===== src/rtl/demo_seq_pkg.sv =====
// Shared types and constants for the demo show sequencer.
// Scene order, audio mapping and the fade range live here so the top and bench agree.
package demo_seq_pkg;

  typedef enum logic [1:0] {
    PLAY     = 2'd0,
    FADE_OUT = 2'd1,
    SWITCH   = 2'd2,
    FADE_IN  = 2'd3
  } seq_state_t;

  localparam int NUM_SCENES = 4;
  localparam logic [1:0] FADE_MAX = 2'd3;

  // Element i is the tune played with scene i.
  localparam logic [NUM_SCENES-1:0][1:0] AUDIO_MAP = {2'd3, 2'd2, 2'd1, 2'd0};

  function automatic logic [1:0] next_scene(input logic [1:0] idx);
    return (idx == 2'(NUM_SCENES - 1)) ? 2'd0 : idx + 2'd1;
  endfunction

endpackage


===== src/rtl/demo_scene_sequencer_if.sv =====
// Control/status bundle between the scene sequencer and the VGA/PWM wrapper.
// The sequencer takes the master side; the wrapper (or a bench) takes the slave side.
interface demo_scene_sequencer_if;

  logic       frame_start;
  logic       next_btn;
  logic       manual_en;
  logic [1:0] manual_state;
  logic [1:0] manual_audio;
  logic [1:0] vga_state;
  logic [1:0] audio_select;
  logic [1:0] fade_level;
  logic       scene_change;

  modport master (
    input  frame_start,
    input  next_btn,
    input  manual_en,
    input  manual_state,
    input  manual_audio,
    output vga_state,
    output audio_select,
    output fade_level,
    output scene_change
  );

  modport slave (
    output frame_start,
    output next_btn,
    output manual_en,
    output manual_state,
    output manual_audio,
    input  vga_state,
    input  audio_select,
    input  fade_level,
    input  scene_change
  );

endinterface


===== src/rtl/demo_scene_sequencer_btn_debounce.sv =====
// Push-button conditioner: synchroniser chain, stability counter and a one-cycle
// pulse on each debounced press.
module btn_debounce #(
  parameter int DEBOUNCE_CYCLES = 250000,
  parameter int SYNC_STAGES     = 2
) (
  input  logic clk,
  input  logic rst,
  input  logic btn_raw,
  output logic rise_pulse
);

  localparam int CNT_W = (DEBOUNCE_CYCLES > 1) ? $clog2(DEBOUNCE_CYCLES) : 1;
  localparam logic [CNT_W-1:0] CNT_LAST = CNT_W'(DEBOUNCE_CYCLES - 1);

  logic [SYNC_STAGES-1:0] sync_reg;
  logic                   stable_reg;
  logic [CNT_W-1:0]       cnt_reg;
  logic                   rise_reg;
  logic                   synced;

  assign synced     = sync_reg[SYNC_STAGES-1];
  assign rise_pulse = rise_reg;

  // The stable level flips only after DEBOUNCE_CYCLES consecutive disagreeing samples.
  always_ff @(posedge clk or posedge rst) begin
    if (rst) begin
      sync_reg   <= '0;
      stable_reg <= 1'b0;
      cnt_reg    <= '0;
      rise_reg   <= 1'b0;
    end else begin
      sync_reg <= {sync_reg[SYNC_STAGES-2:0], btn_raw};
      rise_reg <= 1'b0;
      if (synced != stable_reg) begin
        if (cnt_reg == CNT_LAST) begin
          stable_reg <= synced;
          cnt_reg    <= '0;
          rise_reg   <= synced;
        end else begin
          cnt_reg <= cnt_reg + 1'b1;
        end
      end else begin
        cnt_reg <= '0;
      end
    end
  end

endmodule


===== src/rtl/demo_scene_sequencer.sv =====
// Autonomous show controller: plays four scenes in turn with fades between them,
// honours a debounced skip button and a frame-synchronous manual override.
module demo_scene_sequencer
  import demo_seq_pkg::*;
#(
  parameter int FRAMES_PER_SCENE = 600,
  parameter int FADE_STEP_FRAMES = 4,
  parameter int DEBOUNCE_CYCLES  = 250000
) (
  input logic clk,
  input logic rst,
  demo_scene_sequencer_if.master bus
);

  localparam int FCNT_W = (FRAMES_PER_SCENE > 1) ? $clog2(FRAMES_PER_SCENE) : 1;
  localparam int STEP_W = (FADE_STEP_FRAMES > 1) ? $clog2(FADE_STEP_FRAMES) : 1;
  localparam logic [FCNT_W-1:0] FRAME_LAST = FCNT_W'(FRAMES_PER_SCENE - 1);
  localparam logic [STEP_W-1:0] STEP_LAST  = STEP_W'(FADE_STEP_FRAMES - 1);

  seq_state_t        state_reg,        state_next;
  logic [1:0]        scene_idx_reg,    scene_idx_next;
  logic [FCNT_W-1:0] frame_cnt_reg,    frame_cnt_next;
  logic [STEP_W-1:0] step_cnt_reg,     step_cnt_next;
  logic [1:0]        fade_reg,         fade_next;
  logic [1:0]        vga_reg,          vga_next;
  logic [1:0]        audio_reg,        audio_next;
  logic              scene_change_reg, scene_change_next;
  logic              skip_pend_reg,    skip_pend_next;
  logic              manual_active_reg, manual_active_next;

  logic       btn_rise;
  logic       skip_now;
  logic       step_tick;
  logic [1:0] scene_adv;

  btn_debounce #(
    .DEBOUNCE_CYCLES(DEBOUNCE_CYCLES)
  ) u_btn (
    .clk       (clk),
    .rst       (rst),
    .btn_raw   (bus.next_btn),
    .rise_pulse(btn_rise)
  );

  always_ff @(posedge clk or posedge rst) begin
    if (rst) begin
      state_reg         <= PLAY;
      scene_idx_reg     <= 2'd0;
      frame_cnt_reg     <= '0;
      step_cnt_reg      <= '0;
      fade_reg          <= FADE_MAX;
      vga_reg           <= 2'd0;
      audio_reg         <= AUDIO_MAP[0];
      scene_change_reg  <= 1'b0;
      skip_pend_reg     <= 1'b0;
      manual_active_reg <= 1'b0;
    end else begin
      state_reg         <= state_next;
      scene_idx_reg     <= scene_idx_next;
      frame_cnt_reg     <= frame_cnt_next;
      step_cnt_reg      <= step_cnt_next;
      fade_reg          <= fade_next;
      vga_reg           <= vga_next;
      audio_reg         <= audio_next;
      scene_change_reg  <= scene_change_next;
      skip_pend_reg     <= skip_pend_next;
      manual_active_reg <= manual_active_next;
    end
  end

  always_comb begin
    state_next         = state_reg;
    scene_idx_next     = scene_idx_reg;
    frame_cnt_next     = frame_cnt_reg;
    step_cnt_next      = step_cnt_reg;
    fade_next          = fade_reg;
    vga_next           = vga_reg;
    audio_next         = audio_reg;
    scene_change_next  = 1'b0;
    skip_pend_next     = skip_pend_reg;
    manual_active_next = manual_active_reg;

    // A press coinciding with frame_start is honoured by that same frame_start.
    skip_now  = skip_pend_reg | btn_rise;
    step_tick = (step_cnt_reg == STEP_LAST);
    scene_adv = next_scene(scene_idx_reg);

    // Presses only latch while auto-playing; during fades they are dropped.
    if (btn_rise && (state_reg == PLAY) && !manual_active_reg) begin
      skip_pend_next = 1'b1;
    end

    if (bus.frame_start) begin
      if (bus.manual_en) begin
        manual_active_next = 1'b1;
        vga_next           = bus.manual_state;
        audio_next         = bus.manual_audio;
        fade_next          = FADE_MAX;
        state_next         = PLAY;
        frame_cnt_next     = '0;
        step_cnt_next      = '0;
        skip_pend_next     = 1'b0;
        scene_change_next  = (bus.manual_state != vga_reg);
      end else if (manual_active_reg) begin
        // Auto mode picks up from whatever scene manual mode left on screen.
        manual_active_next = 1'b0;
        scene_idx_next     = vga_reg;
        state_next         = PLAY;
        frame_cnt_next     = '0;
        step_cnt_next      = '0;
        skip_pend_next     = 1'b0;
      end else begin
        case (state_reg)
          PLAY: begin
            if ((frame_cnt_reg == FRAME_LAST) || skip_now) begin
              state_next     = FADE_OUT;
              frame_cnt_next = '0;
              step_cnt_next  = '0;
              skip_pend_next = 1'b0;
            end else begin
              frame_cnt_next = frame_cnt_reg + 1'b1;
            end
          end
          FADE_OUT: begin
            if (step_tick) begin
              step_cnt_next = '0;
              fade_next     = fade_reg - 2'd1;
              if (fade_reg == 2'd1) begin
                state_next = SWITCH;
              end
            end else begin
              step_cnt_next = step_cnt_reg + 1'b1;
            end
          end
          SWITCH: begin
            scene_idx_next    = scene_adv;
            vga_next          = scene_adv;
            audio_next        = AUDIO_MAP[scene_adv];
            scene_change_next = 1'b1;
            step_cnt_next     = '0;
            state_next        = FADE_IN;
          end
          FADE_IN: begin
            if (step_tick) begin
              step_cnt_next = '0;
              fade_next     = fade_reg + 2'd1;
              if (fade_reg == FADE_MAX - 2'd1) begin
                state_next     = PLAY;
                frame_cnt_next = '0;
              end
            end else begin
              step_cnt_next = step_cnt_reg + 1'b1;
            end
          end
          default: state_next = PLAY;
        endcase
      end
    end
  end

  assign bus.vga_state    = vga_reg;
  assign bus.audio_select = audio_reg;
  assign bus.fade_level   = fade_reg;
  assign bus.scene_change = scene_change_reg;

endmodule


===== src/flat_wrapper.sv =====
// flat-port wrapper written by rule: the top's interface ports become plain ports
module demo_scene_sequencer_flat import demo_seq_pkg::*;
#(
  parameter int FRAMES_PER_SCENE = 600,
  parameter int FADE_STEP_FRAMES = 4,
  parameter int DEBOUNCE_CYCLES  = 250000
)
  (clk, rst, bus_frame_start, bus_next_btn, bus_manual_en, bus_manual_state, bus_manual_audio, bus_vga_state, bus_audio_select, bus_fade_level, bus_scene_change);
  demo_scene_sequencer_if bus_i ();
  input logic clk;
  input logic rst;
  input wire logic [$bits(bus_i.frame_start)-1:0] bus_frame_start;
  input wire logic [$bits(bus_i.next_btn)-1:0] bus_next_btn;
  input wire logic [$bits(bus_i.manual_en)-1:0] bus_manual_en;
  input wire logic [$bits(bus_i.manual_state)-1:0] bus_manual_state;
  input wire logic [$bits(bus_i.manual_audio)-1:0] bus_manual_audio;
  output wire logic [$bits(bus_i.vga_state)-1:0] bus_vga_state;
  output wire logic [$bits(bus_i.audio_select)-1:0] bus_audio_select;
  output wire logic [$bits(bus_i.fade_level)-1:0] bus_fade_level;
  output wire logic [$bits(bus_i.scene_change)-1:0] bus_scene_change;
  assign bus_i.frame_start = bus_frame_start;
  assign bus_i.next_btn = bus_next_btn;
  assign bus_i.manual_en = bus_manual_en;
  assign bus_i.manual_state = bus_manual_state;
  assign bus_i.manual_audio = bus_manual_audio;
  assign bus_vga_state = bus_i.vga_state;
  assign bus_audio_select = bus_i.audio_select;
  assign bus_fade_level = bus_i.fade_level;
  assign bus_scene_change = bus_i.scene_change;
  demo_scene_sequencer #(.FRAMES_PER_SCENE(FRAMES_PER_SCENE), .FADE_STEP_FRAMES(FADE_STEP_FRAMES), .DEBOUNCE_CYCLES(DEBOUNCE_CYCLES)) u_core (.clk(clk), .rst(rst), .bus(bus_i));
endmodule

===== config.mk =====
export PLATFORM = sky130hd
export DESIGN_NAME = demo_scene_sequencer_flat
export DESIGN_NICKNAME = d
export VERILOG_FILES = /design/src/rtl/demo_seq_pkg.sv /design/src/rtl/demo_scene_sequencer_if.sv /design/src/rtl/demo_scene_sequencer_btn_debounce.sv /design/src/rtl/demo_scene_sequencer.sv /design/src/flat_wrapper.sv
export SDC_FILE = /design/constraint.sdc
export NUM_CORES = 1
export LEC_CHECK = 0
export ABC_AREA = 1
export BUFFER_PORTS_ARGS = -buffer_cell sky130_fd_sc_hd__clkbuf_2
export CAP_MARGIN = 30
export CELL_PAD_IN_SITES_DETAIL_PLACEMENT = 0
export CELL_PAD_IN_SITES_GLOBAL_PLACEMENT = 1
export CORE_MARGIN = 5
export CORE_UTILIZATION = 48
export CTS_CLUSTER_SIZE = 28
export DETAILED_ROUTE_END_ITERATION = 7
export PLACE_DENSITY_LB_ADDON = 0.05
export REMOVE_ABC_BUFFERS = 1
export SYNTH_ARGS = -nofsm -noshare
export SYNTH_HDL_FRONTEND = slang
export SYNTH_HIERARCHICAL = 1
export SYNTH_SLANG_ARGS = --single-unit

===== constraint.sdc =====
create_clock -name clk -period 3.75 [get_ports clk]
set_input_delay 0.1875 -clock clk [delete_from_list [all_inputs] [get_ports clk]]
set_output_delay 0.1875 -clock clk [all_outputs]
set_load 0.05 [all_outputs]

==> results, run 1 <==
- The H-tree was split into 2 levels.
- The number of DRC violations after detailed-routing iteration 0 is 82.
- The cell class contributing the biggest share of worst-path delay is simple AND/OR/NAND/NOR gates.
- The finished layout holds 440 standard cells, fillers aside.
- The placed wire-length estimate after detailed placement is 3790 um.
- The class of the worst hold path is in2reg.
- The combinational family with the most area after synthesis is simple AND/OR/NAND/NOR gates.
- For the final database, setup skew stands at 0.00423 ns.
- The width of the chip is 84.2 um.
- The data required time at the worst endpoint is 3.95 ns.
- The maximum clock path buffer count is 2.
- The initialized floorplan defines 27 standard-cell rows.
- The post-cts sizing count is 0.
- The overall power is 1.22 mW.
- Summing the sequential cell areas from Yosys gives 44.6% of the chip area.
- The initial antenna violation count is 0.
- Summing the areas of all fa, ha and maj instances in the mapped netlist gives 4.73% of the synthesized area.
- The final layout contains 386 nets.
- The clock-pin slew of the registers on the worst-case setup and hold paths is 0.09 ns.
- Summed over all failing endpoints, the final setup total negative slack is 0 ns.
- The kind of start point of the critical path is a flop.
- The static power due to leakage is 1.41 nW.
- In this run the biggest area consumer among cell types represents 42.6% of the synthesized area.
- The flow ran to the end, and the final reports show no timing, DRC or antenna violations.
- The clock tree from TritonCTS is built.
- The total non-filler cell area in the finished layout is 2960 um2.
- Synthesis inferred 47 register bits.
- The number of endpoints failing setup at the final stage is 0.
- In this run the tool buffered the top-level ports with 15 buffer cells.
- In this run the remaining antenna-violating nets after routing total 0.
- The initial utilization of the core area, before any placement, comes to 48.6%.
- The post-synth design cell area is 2650 um2.
- Global routing used 15.3% of the available tracks across all layers.
- For this design, the slowest cell found on the critical path is sky130_fd_sc_hd__dfrtp_1.
- 0 antenna diodes ended up in the layout.
- The final count of pins violating max slew was 0.
- The tool flagged a number of max-cap violations equal to 0.
- Clock tree synthesis found a total of 47 sinks.
- At the pin with the least slew margin, the transition time is 0.845 ns.
- The worst slack after detailed placement is 1.90 ns.
- The placer congestion estimate is 0.803.
- Entering global routing, the biggest net connects 23 pins.
- The via count of the first global-routing pass is 2,014.
- Headroom to the max-slew limit came out at 43.6%.
- The library cell with the largest summed area after synthesis is sky130_fd_sc_hd__dfrtp_1.
- The average instance in the mapped netlist occupies 7.69 um2.
- The post-synthesis cell count is 344.
- IR analysis of the VDD net gives a maximum drop of 0.198 mV.
- The routed wire length per instance is 11.3 um.
- The mux share of post-synthesis cell area is 0%.
- The post-route DRC violation count is 0.
- The type of the setup path with the least slack is reg2reg.
- Of all nets on the critical path, the largest fanout is 16.
- The count of endpoints failing hold in the final timing report is 0.
- The final worst-path cycle share is 49.0%.
- The number of iterations in the first detailed-routing pass is 4.
- In the layout the commonest cells are sky130_fd_sc_hd__nand2_1, sky130_fd_sc_hd__nor2_1, sky130_fd_sc_hd__dfrtp_1, sky130_fd_sc_hd__inv_1, sky130_fd_sc_hd__nand3_1.
- The count of vias placed by the detailed router is 2,105.
- Setup slack closes at 1.91 ns.
- The buffer cell driving the clock tree root is sky130_fd_sc_hd__clkbuf_8.
- STA puts the critical path data arrival time at 2.04 ns.
- 16 I/O pins were placed.
- At the later pin of the worst-skew pair, clock insertion delay measures 0.30 ns.
- The compound-cell area share of the yosys netlist is 7.99%.
- The growth of design area from synthesis to finish is 11.9%.
- The first global-routing pass estimated 8960 um of wire.
- The library cell used most frequently in the layout, excluding fill and tap cells, is sky130_fd_sc_hd__nand2_1.
- The detailed-route wire length is 4970 um.
- Counting both buffers and inverters, the worst setup path holds a total of 1.
- The parity-gate share of the synthesized area counting xor and xnor cells is 2.98%.
- After global routing the overflow that remains totals 0.
- The register with the most flip-flops in the layout has 18 of them.
- The placed instances occupy a cell area of 2800 um2.
- The core outline area is 5440 um2.
- Walking the worst path, the cells encountered are ha_1 > inv_1 > nor2_1 > nand2_2 > nand2_2 > nor2_4 > nand2_1 > nand2_1 > nor2_2.
- The highest achievable clock rate is 544 MHz.
- Setup repair after global routing left no endpoint under its margin.
- Counting the buffers created by CTS gives 5.
- The share of final-layout standard cells stronger than drive strength 1 is 13.6%.
- The total of warnings raised by yosys is 6.
- In the post-synthesis netlist, the biggest area contributors are sky130_fd_sc_hd__dfrtp_1, sky130_fd_sc_hd__nand2_1, sky130_fd_sc_hd__nor2_1.
- The die is 84.2 um tall.
- For this design the ratio of total power to cell area is 412 nW/um2.
- The die covers 7090 um2.
- Yosys mapped the design onto 27 distinct sky130hd cell types.
- After detailed routing, the number of vias per cell comes to 4.78.
- After detailed placement, the design holds a cell count of 430.
- The worst setup path is captured at a flop.
- The largest single stage delay on the critical path is 0.42 ns.
- The shortest period the worst path allows is 1.84 ns.
- Of the total synthesized cell area, the portion taken by AND, OR, NAND and NOR gates is 32.4%.
-- cells in the mapped netlist, drive strengths merged --
| cell type | n |
|---|---|
| nor3 | 4 |
| nand3 | 22 |
| a21boi | 1 |
| dfstp | 2 |
| nand2 | 87 |
| buf | 2 |
| nand3b | 3 |
| o22ai | 1 |
| a31oi | 6 |
| a21oi | 14 |
| xnor2 | 5 |
| o21ai | 15 |
| nand4 | 2 |
| nor2 | 73 |
| inv | 46 |
| ha | 10 |
| dfrtp | 45 |
| o21a | 1 |
| nor3b | 1 |
| xor2 | 4 |
-- cell type report --
class | instances | area, um2
sequential | 47 | 1180
inverter | 46 | 173
tap | 72 | 90.1
timing repair buffer | 18 | 110
multi-input combinational | 249 | 1270
clock inverter | 3 | 67.6
clock buffer | 5 | 68.8
fill | 533 | 2480
-- worst register-to-register path, stage by stage, from the launching register on --
cell and delay, ns:
sky130_fd_sc_hd__dfrtp_1 0.42, sky130_fd_sc_hd__ha_1 0.27, sky130_fd_sc_hd__inv_1 0.09, sky130_fd_sc_hd__nor2_1 0.06, sky130_fd_sc_hd__nand2_2 0.06, sky130_fd_sc_hd__nand2_2 0.06
sky130_fd_sc_hd__nor2_4 0.31, sky130_fd_sc_hd__nand2_1 0.28, sky130_fd_sc_hd__nand2_1 0.15, sky130_fd_sc_hd__nor2_2 0.04
-- metal layers --
| metal | vias to the layer above | wire (um) | global-route usage (%) |
|---|---|---|---|
| li1 | 1125 | - | - |
| met1 | 953 | 2430 | 19.6 |
| met2 | 21 | 2340 | 25.5 |
| met3 | 6 | 127 | 3.34 |
| met4 | 0 | 73 | 5.70 |
| met5 | - | 0 | 0 |
-- power by group --
group          switching [mW]  internal (mW)
logic                   0.151         0.0619
registers              0.0245          0.541
clock network           0.176          0.266
-- path summary, 6_finish.rpt --
path / startpoint / end / slack (ns) / cells after the start
max in group asynchronous: rst / u_core/u_btn/stable_reg$_DFFE_PP0P_ / 2.63 / 3
max: u_core/state_reg[0]$_DFFE_PP0P_ / u_core/frame_cnt_reg[7]$_DFFE_PP0P_ / 1.91 / 9
min in group asynchronous: rst / u_core/frame_cnt_reg[0]$_DFFE_PP0P_ / 0.47 / 3
max reg2reg: u_core/state_reg[0]$_DFFE_PP0P_ / u_core/frame_cnt_reg[7]$_DFFE_PP0P_ / 1.91 / 9
min: bus_manual_audio[0] / u_core/bus.audio_select[0]$_DFFE_PP0P_ / 0.14 / 3
min reg2reg: u_core/u_btn/sync_reg[0]$_DFF_PP0_ / u_core/u_btn/sync_reg[1]$_DFF_PP0_ / 0.36 / 0
-- stage by stage --
step | utilization (%) | hold WS [ns]
3_5_place_dp | 51.5 | 0.262
2_1_floorplan | - | 0.177
6_report | 54.4 | 0.136
3_3_place_gp | 51.3 | 0.297
5_1_grt | 54.4 | 0.128
4_1_cts | 54.4 | 0.122
-- cell families (layout without fill, tap and decap cells) --
logic type	after synthesis	after routing
adder cells (fa/ha/maj)	10	10
AND/OR/NAND/NOR	192	192
buffers and inverters	48	72
AO/OA/AOI/OAI	38	38
XOR/XNOR	9	9
flip-flops	47	47
-- timing repair --
| action | 4_1_cts | 5_1_grt |
|---|---|---|
| buffers inserted | 0 | 0 |
| hold endpoints to repair | 13 | 0 |
| hold buffers | 2 | 0 |
| setup endpoints to repair | 0 | 0 |
(Power assumes the default switching activity.)
==> run 2, diff against run 1 <==
Settings changed: ABC_AREA 1 to 0, CORE_UTILIZATION 48 to 43.
Clock period 3.75 ns to 1.66 ns, I/O delays scaled along.
==> results, run 2 <==
- The die covers 7760 um2.
- The core outline area is 5920 um2.
- The share of final-layout standard cells stronger than drive strength 1 is 36.5%.
- In the layout the commonest cells are sky130_fd_sc_hd__buf_4, sky130_fd_sc_hd__dfrtp_1, sky130_fd_sc_hd__nor2_1, sky130_fd_sc_hd__nand2_1, sky130_fd_sc_hd__clkbuf_2.
- Summed over all layers, the routed wires come to 5700 um.
- Relative to the synthesized area, the layout overhead comes to 33.2%.
- The count of fill cells added during filler insertion is 533.
- The overall die height is 88.1 um.
- The final reports fail on negative setup slack.
- The total non-filler cell area in the finished layout is 3490 um2.
- The largest incremental delay on the critical path is 0.54 ns.
- The mean number of vias per cell is 5.19.
- The count of vias placed by the detailed router is 2,137.
- The mux share of post-synthesis cell area is 2.20%.
- The remaining max-slew budget at the tightest pin is 72.9%.
- For flop-to-flop paths, the worst setup slack is -0.14 ns.
- The via count of the first global-routing pass was 2,123.
- 0 antenna diodes ended up in the layout.
- The number of iterations in the first detailed-routing pass is 7.
- The count of endpoints failing hold in the final timing report was 0.
- The dominant register cell in the synthesized netlist is sky130_fd_sc_hd__dfrtp_1.
- The highest achievable clock rate is 557 MHz.
- Once detail routing completed, the nets flagged for antenna violations numbered 0.
- The clock buffer count from CTS is 5.
- The maximum vdd drop is 0.612 mV.
- The post-route DRC violation count is 0.
- The combinational family with the most area after synthesis is simple AND/OR/NAND/NOR gates.
- The worst hold path belongs to the class in2reg.
- Sorting the synthesized cells by area gives the leading types as sky130_fd_sc_hd__dfrtp_1, sky130_fd_sc_hd__ha_1, sky130_fd_sc_hd__xnor2_1.
- Power spread over the standard cell area amounts to 761 nW/um2.
- The worst setup path is captured at a flop.
- Sequential cells were found to cover 45.0% of the synthesized design area.
- The post-synth design cell area is 2620 um2.
- The library cell with the largest summed area after synthesis is sky130_fd_sc_hd__dfrtp_1.
- The register with the most flip-flops in the layout has 18 of them.
- The critical path goes through or4_4 > buf_6 > o41ai_4 > buf_4 > nor2_1.
- The footprint of the flip-flops and latches is 1180 um2.
- Clock-pin slew was measured on the worst setup and hold paths at 0.09 ns.
- The share of Yosys cell area claimed by the top area cell type is 43.0%.
- The most instantiated library cell after synthesis is sky130_fd_sc_hd__dfrtp_1.
- The initial antenna violation count is 0.
- The wire length of the first global-routing pass is 9800 um.
- The multi-input logic area is 1490 um2.
- Setup repair after global routing could not meet its margin everywhere.
- The H-tree depth reported by CTS is 2.
- Counting cells, the worst reg-to-reg path comes to 5.
- Once routing completed, OpenROAD measured the worst setup slack at -0.135 ns.
- The startpoint identified for the worst register-to-register timing path is u_core/u_btn/cnt_reg[11]$_DFF_PP0_.
- The synthesized netlist devotes 16.6% of its cell area to compound gates.
- The most common library cell in the layout ignoring fill and taps is sky130_fd_sc_hd__buf_4.
- The type of the setup path with the least slack is reg2reg.
- The Yosys step of the flow raised 6 warnings.
- The synthesized flop and latch total is 47.
- The initial core utilization is 44.3%.
- On the final layout, the worst clock skew is 0.00970 ns.
- The total routing usage reported by global routing is 16.2%.
- Yosys mapped a number of flops with a built-in enable equal to 0.
- The worst hold path passes through 3 cells.
- Setup violations remaining at the end of the flow were counted as 21.
- The number of DRC violations after detailed-routing iteration 0 is 44.
- The commonest cells after synthesis are sky130_fd_sc_hd__dfrtp_1, sky130_fd_sc_hd__nor2_1, sky130_fd_sc_hd__nand2_1.
- At the worst endpoint, the required time is 1.85 ns.
- The fraction of registers with async set or reset after synthesis is 100%.
- The buffer cell driving the clock tree root is sky130_fd_sc_hd__clkbuf_8.
- The residual overflow from global routing is 0.
- The kind of start point of the critical path is a flop.
- Data arrives at the worst endpoint at 1.99 ns.
- Summed over all nets, the half-perimeter wirelength after detailed placement is 4210 um.
- No sink is reached through more buffers than the 2 on the longest clock path.
- The routed wire length per instance is 13.8 um.
- The count of port buffers added during placement is 15.
- The area fraction in and, or, nand and nor cells after synthesis is 21.6%.
- After routing, the total negative slack on setup checks comes to -2.29 ns.
- The clock insertion delay at the later pin of the skew report is 0.30 ns.
- The run finished, with violations left.
- The placed instance area is 3140 um2.
- Measured along the x axis, the die boundary spans 88.1 um.
- The number of core rows is 28.
- Clock tree synthesis found a total of 47 sinks.
- The number of top-level pins is 16.
- In this run the worst path has a maximum fanout of 4.
- The parity-gate share of the synthesized area counting xor and xnor cells is 6.35%.
- The clock tree from TritonCTS is built.
- The distinct cell type count after synthesis is 60.
- The final critical path takes up 108% of the cycle.
- The worst setup path startpoint is u_core/u_btn/cnt_reg[11]$_DFF_PP0_.
- The overall power is 2.66 mW.
- The static power due to leakage is 1.55 nW.
- The net count of the finished layout is 355.
- Entering global routing, the biggest net connects 26 pins.
- The final count of pins violating max slew is 0.
- The post-synthesis cell count is 261.
- At the end of routability-driven placement, the weighted congestion stood at 0.815.
- After Yosys synthesis, full adders, half adders and majority gates account for 4.77% of the synthesized area.
- For the pin with the worst max-slew slack, the measured transition is 0.406 ns.
- Counting I/O delays and the setup requirement, the final critical path takes 1.80 ns.
- Max-cap violations in this run came to 0.
- The worst hold path begins at bus_manual_audio[0].
- The mean cell area of the mapped netlist is 10.0 um2.
- For this design, the slowest cell found on the critical path is sky130_fd_sc_hd__or4_4.
==> run 2: worst paths after layout <==
kind	to
worst max-delay path	u_core/u_btn/cnt_reg[0]$_DFF_PP0_
worst min-delay path	u_core/bus.audio_select[0]$_DFFE_PP0P_
worst max register to register	u_core/u_btn/cnt_reg[0]$_DFF_PP0_
worst min register to register	u_core/u_btn/sync_reg[1]$_DFF_PP0_
max in group asynchronous	u_core/bus.fade_level[0]$_DFFE_PP1P_
min in group asynchronous	u_core/u_btn/cnt_reg[9]$_DFF_PP0_
==> run 2: critical path, delay by kind of cell (launching register included) <==
| kind | cells | cell delay [ns] |
|---|---|---|
| AO/OA/AOI/OAI | 1 | 0.38 |
| AND/OR/NAND/NOR | 2 | 0.58 |
| buffers and inverters | 2 | 0.34 |
| flip-flops | 1 | 0.38 |
==> run 2: repair_timing <==
item	4_1_cts	5_1_grt
endpoints found under the setup margin	34	36
hold buffers	2	0
gates resized for setup	13	29
pin swaps	18	17
cloned	1	0
setup buffers	4	2
endpoints found under the hold margin	46	0
==> run 2: report_power, final <==
group	internal (mW)	leakage [nW]	switching, mW	total, mW
registers	1.21	0.631	0.0498	1.26
logic	0.205	0.862	0.321	0.526
clock network	0.488	0.0612	0.381	0.868
total	1.91	1.55	0.752	2.66
==> run 2: logic make-up after synthesis <==
group | Yosys count
muxes | 5
xor gates and xnor gates | 19
DFF | 47
adders and majority gates | 10
and+or+nand+nor | 102
AOI/OAI and AO/OA | 57
buffers and inverters | 21
==> run 2: layout make-up <==
class                           count  area share [%]
Sequential cell                    47            33.8
Clock inverter                      2            1.00
Multi-Input combinational cell    193            42.8
Timing Repair Buffer               73            15.7
Tap cell                           75            2.69
Clock buffer                        6            2.37
Inverter                           16            1.72
==> run 2: metrics by stage <==
step / hold WS, ns / util (%) / cells / worst slack (ns)
floorplan: 0.0722 / - / 256 / -0.271
global placement: 0.127 / 53.0 / 395 / -0.183
detailed placement: 0.143 / 53.0 / 395 / -0.204
CTS: 0.0560 / 56.8 / 410 / -0.116
global route: 0.109 / 59.0 / 412 / -0.197
finish: 0.0742 / 59.0 / 412 / -0.135
==> run 2: per-layer routing <==
metal / global-route usage, % / up-vias / part of all wire (%)
li1: - / 1099 / -
met1: 21.0 / 1015 / 48
met2: 27.9 / 19 / 50
met3: 2.82 / 4 / 2.0
met4: 4.12 / 0 / 0.77
met5: 0 / - / 0
==> run 3, diff against run 2 <==
==> constraint.sdc (replaced) <==
create_clock -name clk -period 1.66 [get_ports clk]
set_input_delay 0.249 -clock clk [delete_from_list [all_inputs] [get_ports clk]]
set_output_delay 0.249 -clock clk [all_outputs]
set_load 0.05 [all_outputs]
==> results, run 3 (synthesis results as in run 2) <==
- For this run, the post-layout net count is 358.
- Setup slack on the worst reg-to-reg path comes out at -0.14 ns.
- In the finished design, the share of the clock period the worst path needs comes to 108%.
- The worst slack after detailed placement is -0.201 ns.
- The buffer cell driving the clock tree root is sky130_fd_sc_hd__clkbuf_8.
- The number of standard cells in the layout, taps in and fillers out is 415.
- The clock passes through at most 2 buffers.
- The endpoint of the lowest-slack register-to-register path is u_core/u_btn/stable_reg$_DFFE_PP0P_.
- Entering global routing, the biggest net connects 23 pins.
- In this run the core area contains 28 standard-cell rows.
- In the final routed layout, each cell accounts on average for 14.3 um.
- The share of final-layout standard cells stronger than drive strength 1 is 40.6%.
- The clock buffer count from CTS is 5.
- The class of the worst hold path is in2reg.
- The arrival time of data at the critical path endpoint is 1.99 ns.
- The critical path is of the reg2reg type.
- The via count of the first global-routing pass is 2,185.
- The total die area is 7760 um2.
- The worst register-to-register path has a depth of 3.
- The number of max-cap violations is 0.
- The detailed-route wire length is 5950 um.
- The number of iterations in the first detailed-routing pass is 4.
- The clock tree from TritonCTS is built.
- For the pin with the worst max-slew slack, the measured transition is 0.493 ns.
- Based on the critical path, the design can be clocked at up to 555 MHz.
- Clock-pin slew was measured on the worst setup and hold paths at 0.09 ns.
- The mean number of vias per cell is 5.26.
- STA classifies the critical path endpoint as a flop.
- The clock insertion delay at the later pin of the skew report is 0.30 ns.
- The design draws 2.81 mW.
- The maximum vdd drop is 0.562 mV.
- Of all nets on the critical path, the largest fanout is 3.
- The filler cells instantiated in the layout total 534.
- The post-route clock skew is 0.00557 ns.
- Leaving out fill and tap cells, the most frequent cells in the layout are sky130_fd_sc_hd__buf_4, sky130_fd_sc_hd__dfrtp_1, sky130_fd_sc_hd__nand2_1, sky130_fd_sc_hd__clkbuf_2.
- The overall die height is 88.1 um.
- In this design, the stage delay of the slowest critical-path cell is 0.55 ns.
- The routed layout has 2,182 vias.
- The placed instance area is 3150 um2.
- The number of buffers and inverters on the critical path is 0.
- The core outline area is 5920 um2.
- The checks that failed: negative setup slack.
- Once detail routing completed, the nets flagged for antenna violations numbered 0.
- The repair_antennas step left the layout with diodes totalling 0.
- The total non-filler cell area in the finished layout is 3570 um2.
- Detailed placement ended at an HPWL of 4240 um.
- At the worst endpoint, the required time is 1.85 ns.
- The static power due to leakage is 1.57 nW.
- The share of the core filled with cells is 60.4%.
- The flow ran to the end, but the final reports show violations.
- The count of endpoints failing hold in the final timing report was 0.
- The cell total after placement is 395.
- Summed over all failing endpoints, the final setup total negative slack is -1.09 ns.
- The total overflow left after global routing is 0.
- The worst hold slack across all endpoints is 0.0530 ns.
- The number of flip-flops under the largest register name is 18.
- The total stage count of the critical path is 3.
- The detailed-routed wire length on met3 is 154 um.
- The routed length on met2 is 2980 um.
- On the critical path, the stage with the largest delay is an instance of sky130_fd_sc_hd__or4_4.
- After the first detailed-routing iteration, the DRC count stood at 61.
- The post-route DRC violation count is 0.
- In this run the worst setup path terminates at u_core/u_btn/stable_reg$_DFFE_PP0P_.
- The remaining max-slew budget at the tightest pin is 67.1%.
- The initial antenna violation count is 0.
- The total routing usage reported by global routing is 16.5%.
- The multi-input logic area is 1520 um2.
- The width of the chip is 88.1 um.
- The critical path goes through or4_4 > or4_4 > mux2_4.
- The shortest period the worst path allows is 1.80 ns.
- The sequential cells in the finished layout cover a total of 1180 um2.
- In this run the tool buffered the top-level ports with 15 buffer cells.
- The first global-routing pass estimated 10,100 um of wire.
- The H-tree depth reported by CTS is 2.
- The worst flop-to-flop path startpoint is u_core/u_btn/cnt_reg[11]$_DFF_PP0_.
- The number of endpoints failing setup at the final stage is 24.
- The placer congestion estimate is 0.814.
- Clock tree synthesis found a total of 47 sinks.
- The worst setup path startpoint is u_core/u_btn/cnt_reg[11]$_DFF_PP0_.
- The most repeated library cell on the critical path is sky130_fd_sc_hd__or4_4.
- The growth of design area from synthesis to finish is 36.3%.
- The number of top-level pins is 16.
- The final count of pins violating max slew is 0.
- For this block, wires on met1 add up to 2750 um.
- The kind of start point of the critical path is a flop.
- In this run the power density over the cells is 786 nW/um2.
- The highest metal layer with signal wires is met4.
- Setup repair after global routing could not meet its margin everywhere.
- Across all setup checks in the final design, the least slack found is -0.141 ns.
- The most common library cell in the layout ignoring fill and taps is sky130_fd_sc_hd__buf_4.
- The cell class contributing the biggest share of worst-path delay is simple AND/OR/NAND/NOR gates.
- The initial core utilization is 44.3%.
-- run 3: worst min-delay path by stage --
stage,start,endpoint,slack (ns),cells after the start
3_3_place_gp,rst,u_core/u_btn/cnt_reg[12]$_DFF_PP0_,0.29,3
6_report,bus_next_btn,u_core/u_btn/sync_reg[0]$_DFF_PP0_,0.05,1
3_5_place_dp,rst,u_core/frame_cnt_reg[1]$_DFFE_PP0P_,0.30,2
2_1_floorplan,rst,u_core/u_btn/cnt_reg[0]$_DFF_PP0_,0.24,1
4_1_cts,bus_next_btn,u_core/u_btn/sync_reg[0]$_DFF_PP0_,0.04,1
5_1_grt,bus_next_btn,u_core/u_btn/sync_reg[0]$_DFF_PP0_,0.03,1
-- run 3: report_power, final --
part / internal, mW / switching, mW / leakage (nW)
Clock: 0.601 / 0.401 / 0.0644
Sequential: 1.21 / 0.0511 / 0.631
Combinational: 0.215 / 0.329 / 0.874
-- run 3: area by class of cell --
class	instances	area share, %
clock buffers	5	1.93
clock inverters	3	1.89
inverters	16	1.68
multi-input cells	193	42.6
flip-flops and latches	47	33.0
well taps	75	2.63
repair buffers	76	16.3
-- run 3: what timing repair did --
item                                   4_1_cts  5_1_grt
gates cloned                                 1        0
pin swaps                                   31       22
hold buffers                                 1        0
buffers inserted                             4        6
setup endpoints to repair                   34       36
endpoints found under the hold margin       30        0
resized for setup                           27       29
-- run 3: per-layer routing --
| metal | up-vias | GRT usage (%) |
|---|---|---|
| met5 | - | 0 |
| met4 | 0 | 5.22 |
| met3 | 7 | 3.29 |
| met2 | 23 | 27.4 |
| met1 | 1049 | 21.7 |
| li1 | 1103 | - |
